**src/rtl/mult8_seq_ctrl_if.sv**
```systemverilog
// Operand/result handshake and 4x4 core hookup for mult8_seq_ctrl.
// The slave modport is the controller; master is the producer/consumer/core side.
interface mult8_seq_ctrl_if;
    logic        in_valid;
    logic        in_ready;
    logic [7:0]  in_a;
    logic [7:0]  in_b;
    logic        out_valid;
    logic        out_ready;
    logic [15:0] out_p;
    logic [3:0]  mul_a;
    logic [3:0]  mul_b;
    logic [7:0]  mul_p;
    logic        busy;

    modport slave (
        input  in_valid, in_a, in_b, out_ready, mul_p,
        output in_ready, out_valid, out_p, mul_a, mul_b, busy
    );

    modport master (
        output in_valid, in_a, in_b, out_ready, mul_p,
        input  in_ready, out_valid, out_p, mul_a, mul_b, busy
    );
endinterface

```
**src/rtl/mult8_seq_ctrl.sv**
```systemverilog
// 8x8 unsigned multiply built from four passes through one external 4x4 core,
// accumulating the shifted partial products (LL, LH, HL, HH) into 16 bits.
module mult8_seq_ctrl #(
    parameter int MUL_LAT = 0   // 0: combinational core, 1: one register stage
) (
    input  logic              clk,
    input  logic              rst_n,
    mult8_seq_ctrl_if.slave   bus
);
    typedef enum logic [1:0] {IDLE, CALC, DONE} state_e;

    localparam logic [2:0] LAST_STEP = 3'(3 + MUL_LAT);

    state_e      state_q, state_d;
    logic [7:0]  a_q, a_d, b_q, b_d;
    logic [15:0] acc_q, acc_d;
    logic [15:0] out_q, out_d;
    logic [2:0]  step_q, step_d;
    logic [1:0]  cap_k;
    logic        cap_en;
    logic [15:0] term;
    logic [3:0]  mul_a_d, mul_b_d;

    // Partial product being captured lags the issued one by the core latency.
    assign cap_k  = step_q[1:0] - 2'(MUL_LAT);
    assign cap_en = (MUL_LAT == 0) ? 1'b1 : (step_q != 3'd0);

    always_comb begin
        term = {8'h00, bus.mul_p};
        case (cap_k)
            2'd0:    term = {8'h00, bus.mul_p};
            2'd3:    term = {bus.mul_p, 8'h00};
            default: term = {4'h0, bus.mul_p, 4'h0};
        endcase
    end

    always_comb begin
        state_d = state_q;
        a_d     = a_q;
        b_d     = b_q;
        acc_d   = acc_q;
        out_d   = out_q;
        step_d  = step_q;
        mul_a_d = 4'h0;
        mul_b_d = 4'h0;
        case (state_q)
            IDLE: begin
                if (bus.in_valid) begin
                    a_d     = bus.in_a;
                    b_d     = bus.in_b;
                    acc_d   = 16'h0000;
                    step_d  = 3'd0;
                    state_d = CALC;
                end
            end
            CALC: begin
                if (step_q < 3'd4) begin
                    mul_a_d = step_q[1] ? a_q[7:4] : a_q[3:0];
                    mul_b_d = step_q[0] ? b_q[7:4] : b_q[3:0];
                end
                if (cap_en) acc_d = acc_q + term;
                step_d = step_q + 3'd1;
                if (step_q == LAST_STEP) begin
                    out_d   = acc_d;
                    state_d = DONE;
                end
            end
            DONE: begin
                if (bus.out_ready) state_d = IDLE;
            end
            default: state_d = IDLE;
        endcase
    end

    always_ff @(posedge clk) begin
        if (!rst_n) begin
            state_q <= IDLE;
            a_q     <= 8'h00;
            b_q     <= 8'h00;
            acc_q   <= 16'h0000;
            out_q   <= 16'h0000;
            step_q  <= 3'd0;
        end else begin
            state_q <= state_d;
            a_q     <= a_d;
            b_q     <= b_d;
            acc_q   <= acc_d;
            out_q   <= out_d;
            step_q  <= step_d;
        end
    end

    assign bus.in_ready  = rst_n && (state_q == IDLE);
    assign bus.out_valid = (state_q == DONE);
    assign bus.out_p     = out_q;
    assign bus.busy      = (state_q != IDLE);
    assign bus.mul_a     = mul_a_d;
    assign bus.mul_b     = mul_b_d;
endmodule

```
**src/flat_wrapper.sv**
```systemverilog
// flat-port wrapper written by rule: the top's interface ports become plain ports
module mult8_seq_ctrl_flat 
#(
    parameter int MUL_LAT = 0                                                  
)
  (clk, rst_n, bus_in_valid, bus_in_a, bus_in_b, bus_out_ready, bus_mul_p, bus_in_ready, bus_out_valid, bus_out_p, bus_mul_a, bus_mul_b, bus_busy);
  mult8_seq_ctrl_if bus_i ();
  input  logic clk;
  input  logic rst_n;
  input wire logic [$bits(bus_i.in_valid)-1:0] bus_in_valid;
  input wire logic [$bits(bus_i.in_a)-1:0] bus_in_a;
  input wire logic [$bits(bus_i.in_b)-1:0] bus_in_b;
  input wire logic [$bits(bus_i.out_ready)-1:0] bus_out_ready;
  input wire logic [$bits(bus_i.mul_p)-1:0] bus_mul_p;
  output wire logic [$bits(bus_i.in_ready)-1:0] bus_in_ready;
  output wire logic [$bits(bus_i.out_valid)-1:0] bus_out_valid;
  output wire logic [$bits(bus_i.out_p)-1:0] bus_out_p;
  output wire logic [$bits(bus_i.mul_a)-1:0] bus_mul_a;
  output wire logic [$bits(bus_i.mul_b)-1:0] bus_mul_b;
  output wire logic [$bits(bus_i.busy)-1:0] bus_busy;
  assign bus_i.in_valid = bus_in_valid;
  assign bus_i.in_a = bus_in_a;
  assign bus_i.in_b = bus_in_b;
  assign bus_i.out_ready = bus_out_ready;
  assign bus_i.mul_p = bus_mul_p;
  assign bus_in_ready = bus_i.in_ready;
  assign bus_out_valid = bus_i.out_valid;
  assign bus_out_p = bus_i.out_p;
  assign bus_mul_a = bus_i.mul_a;
  assign bus_mul_b = bus_i.mul_b;
  assign bus_busy = bus_i.busy;
  mult8_seq_ctrl #(.MUL_LAT(MUL_LAT)) u_core (.clk(clk), .rst_n(rst_n), .bus(bus_i));
endmodule
```
**config.mk**
```make
export PLATFORM = sky130hd
export DESIGN_NAME = mult8_seq_ctrl_flat
export DESIGN_NICKNAME = d
export VERILOG_FILES = /design/src/rtl/mult8_seq_ctrl_if.sv /design/src/rtl/mult8_seq_ctrl.sv /design/src/flat_wrapper.sv
export SDC_FILE = /design/constraint.sdc
export NUM_CORES = 1
export LEC_CHECK = 0
export BUFFER_PORTS_ARGS = -buffer_cell sky130_fd_sc_hd__buf_2
export CORE_MARGIN = 2
export CORE_UTILIZATION = 45
export DETAILED_ROUTE_END_ITERATION = 7
export PLACE_DENSITY = 0.66
export SLEW_MARGIN = 10
export SYNTH_ARGS = -nofsm -noshare
export SYNTH_HDL_FRONTEND = slang
export SYNTH_SLANG_ARGS = --single-unit
```
**constraint.sdc**
```tcl
create_clock -name clk -period 10.4 [get_ports clk]
set_clock_uncertainty 0.1 [all_clocks]
set_input_delay 2.08 -clock clk [delete_from_list [all_inputs] [get_ports clk]]
set_output_delay 2.08 -clock clk [all_outputs]
set_load 0.01 [all_outputs]
```
==> reports/results.env <==
RUN_STATUS='finished, final reports clean'
ROUTED-VIA-COUNT=2909
LAYOUT-DRIVE-GT1-SHARE_PCT=15.8
FINALWORSTPATHREQUIREDPERIOD_PS=4940
DRT-WIRELENGTH-PER-CELL_UM=15.2
SYN-NUM-NETS=452
CTS.SINK_COUNT=53
CRITICAL_PATH_REQUIRED_PS=8220
END_KIND='output pin'
SYNTH.AVG_CELL_AREA_UM2=7.69
HPWL_UM=5950
ANTENNA_VIOLATIONS_BEFORE_REPAIR=0
CTS_TREE='done'
WORST_PATH_MAX_DELAY_CELL='buf_2'
LAYOUT.CELL_AREA.NON_FILLER_UM2=3510
DETAIL-ROUTE-ANTENNA-NETS=0
MAX-VDD-IR-DROP_V=0.0000884
CELL_CHAIN_OF_THE_CRITICAL_PATH='buf_2 > inv_1 > nor2_1 > buf_2'
SLEW_HEADROOM_PCT=42.1
SYN-CELL-AREA_UM2=3110
FINAL_MAX_TRAN_VIOLS=0
INITIAL_UTILIZATION_PCT=46.2
CLOCK.FMAX_MHz=202
TOP_LEVEL_PORTS=55
WORST_SETUP_HOLD_PATH_CLK_SLEW_PS=90
YS.WARNINGS.COUNT=0
CRITICAL_PATH.MAX_FANOUT=19
DR.PASS1.ITERS=4
CELL_AREA_POWER_DENSITY_nW_PER_UM2=129
WORST_EP_ARRIVAL_TIME_PS=2760
RSZ0062_AT_GRT='no'
STATIC-LEAKAGE-POWER_nW=1.50
CTS_MAX_PATH_BUFFERS=2
GRT_PASS1_WL_UM=13700
VIAS_PER_CELL=5.56
H-TREE-DEPTH=2
ANTENNA_CELLS=0
YS_TYPES=52
POST-ROUTE-DRC-COUNT=0
AREA_GROWTH_SYN_TO_LAYOUT_PCT=13.0
DESIGN.FINAL.NETS=490
FP-ROW-COUNT=30
WORSTMARGINPINSLEW_PS=867
CRIT_BUF_INV=3
PATH_CLASS='primary input to output pin'
CRITICAL_PATH.STARTPOINT_TYPE='primary input'
MAXCAPVIOLATIONS=0
SETUP-VIOLATIONS-FINAL=0
CTS.HOLD.BUFFERS_ADDED=0
FIRST_GLOBAL_VIAS=2822
PORT_BUFFERS=54
CLOCK-ROOT-BUFFER='clkbuf_8'
ASYNC_SET_OR_RESET_FLOP_FRACTION_IN_THE_SYNTHESIZED_NETLIST_PCT=0
SYNTH_SEQ_CELLS=53
SYNTH_FLOP_CELL='dfxtp_1'
SLOWEST_DELAY_PS=310
CHIPWIDTH_UM=87.1
TNS_PS=0
DRT-MET1-WL_UM=3800
FINAL_HOLD_VIOL_COUNT=0
DR_WL_MET2_UM=3900
DRTITER0DRC=202
PLACEMENT.CELL_AREA_UM2=3390
HOLDCRITPATHCLASS='flip-flop to flip-flop'
POSTCTSSETUPBUFFERS=0
POST-ROUTE-PERIOD-UTIL_PCT=47.5
SEQ_AREA_FRAC_SYNTH_PCT=34.2
GROUTE.USAGE.OVERALL_PCT=22.3
PATH_DELAY_FAMILY='buffers and inverters'
FP.DIEAREA_UM2=7580
FP.DIEH_UM=87.1
GATE_COUNT_OF_THE_MAPPED_NETLIST=404
ROUTED_WIRELENGTH_UM=7930
POSTCTSRESIZEDCELLS=0
TOP_LAYER_USED='met4'
CORE_UM2=6720
CLOCK_LATENCY_PS=310
MET3WIRELENGTH_UM=170
NUMCTSBUFFERS=5
MAXIMUM_NUMBER_OF_PINS_ON_ONE_NET_BEFORE_GLOBAL_ROUTE_REPAIR=39
NUMBER_OF_SYNTHESIZED_FLOPS_WITH_AN_ENABLE_PIN=0
ROUTABILITYCONGESTION=0.917
GRT.OVERFLOW.TOTAL=0
CRIT_TOP_CELL='buf_2'
==> per-stage QoR <==
| step | hold slack, ps | utilization, % | cells | total power [mW] | worst slack [ps] |
|---|---|---|---|---|---|
| final | 359 | 52.2 | 523 | 0.451 | 5460 |
| after global routing | 378 | 52.2 | 523 | 0.473 | 5410 |
| after detailed placement | 346 | 50.4 | 515 | 0.307 | 5460 |
| after CTS | 359 | 52.2 | 523 | 0.455 | 5450 |
| after global placement | 342 | 50.4 | 515 | 0.305 | 5490 |
| after floorplan | 332 | - | 404 | 0.283 | 5170 |
==> power by group <==
| part | internal, mW | switching (mW) | total (mW) |
|---|---|---|---|
| Clock | 0.0784 | 0.0697 | 0.148 |
| Sequential | 0.210 | 0.00549 | 0.216 |
| Combinational | 0.0320 | 0.0549 | 0.0870 |
| Total | 0.321 | 0.130 | 0.451 |
==> cell families after synthesis <==
kind of cell    share of synthesized area (%)
mux                                      2.90
flops                                    34.2
xor+xnor                                 2.26
buf+inv                                  4.63
compound gates                           23.0
fa+ha+maj                                8.30
simple gates                             24.7
==> worst paths after layout <==
kind / start / depth (start not counted) / endpoint / slack (ps)
min: u_core.b_q[4]$_SDFFE_PN0P_ / 2 / u_core.b_q[4]$_SDFFE_PN0P_ / 360
min reg2reg: u_core.b_q[4]$_SDFFE_PN0P_ / 2 / u_core.b_q[4]$_SDFFE_PN0P_ / 360
max: rst_n / 4 / bus_in_ready / 5460
max reg2reg: u_core.step_q[1]$_SDFFE_PN0P_ / 11 / u_core.acc_q[14]$_SDFFE_PN0P_ / 6740
==> flip-flops by register name, summed over array words and instances, names as in the netlist <==
name	cells
u_core.step_q	3
u_core.b_q	8
u_core.bus.out_p	16
u_core.acc_q	16
u_core.a_q	8
u_core.state_q	2
==> cell usage after synthesis, drive strengths merged (2+ instances only) <==
| cell | count | area share [%] |
|---|---|---|
| nand2 | 90 | 11 |
| dfxtp | 53 | 34 |
| a21oi | 42 | 6.8 |
| nor2 | 23 | 2.8 |
| o21ai | 22 | 3.5 |
| clkbuf | 20 | 2.4 |
| nand3 | 20 | 3.2 |
| ha | 19 | 7.7 |
| and2 | 11 | 2.2 |
| inv | 11 | 1.3 |
| mux2i | 9 | 2.9 |
| nor3 | 6 | 1.1 |
| a211oi | 5 | 1.2 |
| a21o | 5 | 1.5 |
| buf | 5 | 0.89 |
| o31ai | 4 | 0.97 |
| or3 | 4 | 0.81 |
| xnor2 | 4 | 1.1 |
| xor2 | 4 | 1.1 |
| a31oi | 3 | 0.60 |
| a32o | 3 | 0.97 |
| and3 | 3 | 0.60 |
| nand4 | 3 | 0.60 |
| nor2b | 3 | 0.60 |
| o2111ai | 3 | 0.85 |
| o21a | 3 | 0.73 |
| a221oi | 2 | 1.1 |
| and4 | 2 | 0.56 |
| nand2b | 2 | 0.40 |
| o211ai | 2 | 0.48 |
| o311ai | 2 | 0.56 |
| o31a | 2 | 0.56 |
==> per-layer routing <==
| layer | vias up | track usage [%] |
|---|---|---|
| met5 | - | 0 |
| met4 | 0 | 3.98 |
| met3 | 6 | 1.99 |
| met2 | 44 | 38.4 |
| met1 | 1360 | 30.8 |
| li1 | 1499 | - |
==> layout make-up <==
type	instances	area, um2
Clock buffer	6	82.6
Clock inverter	2	37.5
Fill cell	660	3210
Inverter	11	41.3
Multi-Input combinational cell	315	1900
Sequential cell	53	1060
Tap cell	80	100
Timing Repair Buffer	56	285
==> placed cells by master (no fill, tap or decap), drive strengths merged, types with 4 or more instances in the layout <==
master / count
and2: 11
nor3: 6
nand3: 20
mux2i: 9
o31ai: 4
a21oi: 42
xnor2: 4
ha: 19
xor2: 4
buf: 56
o21ai: 22
clkbuf: 6
a211oi: 5
inv: 11
dfxtp: 53
a21o: 5
nand2: 90
nor2: 23
or3: 4
==> worst reg2reg max path: cells and delay by family, from the launching register on <==
| family | cells | cell delay (ps) |
|---|---|---|
| buffers and inverters | 1 | 80 |
| adders and majority gates | 3 | 1170 |
| AOI/OAI and AO/OA | 3 | 850 |
| and+or+nand+nor | 4 | 810 |
| DFF | 1 | 550 |
No activity file was read; power rests on OpenSTA's default activity.
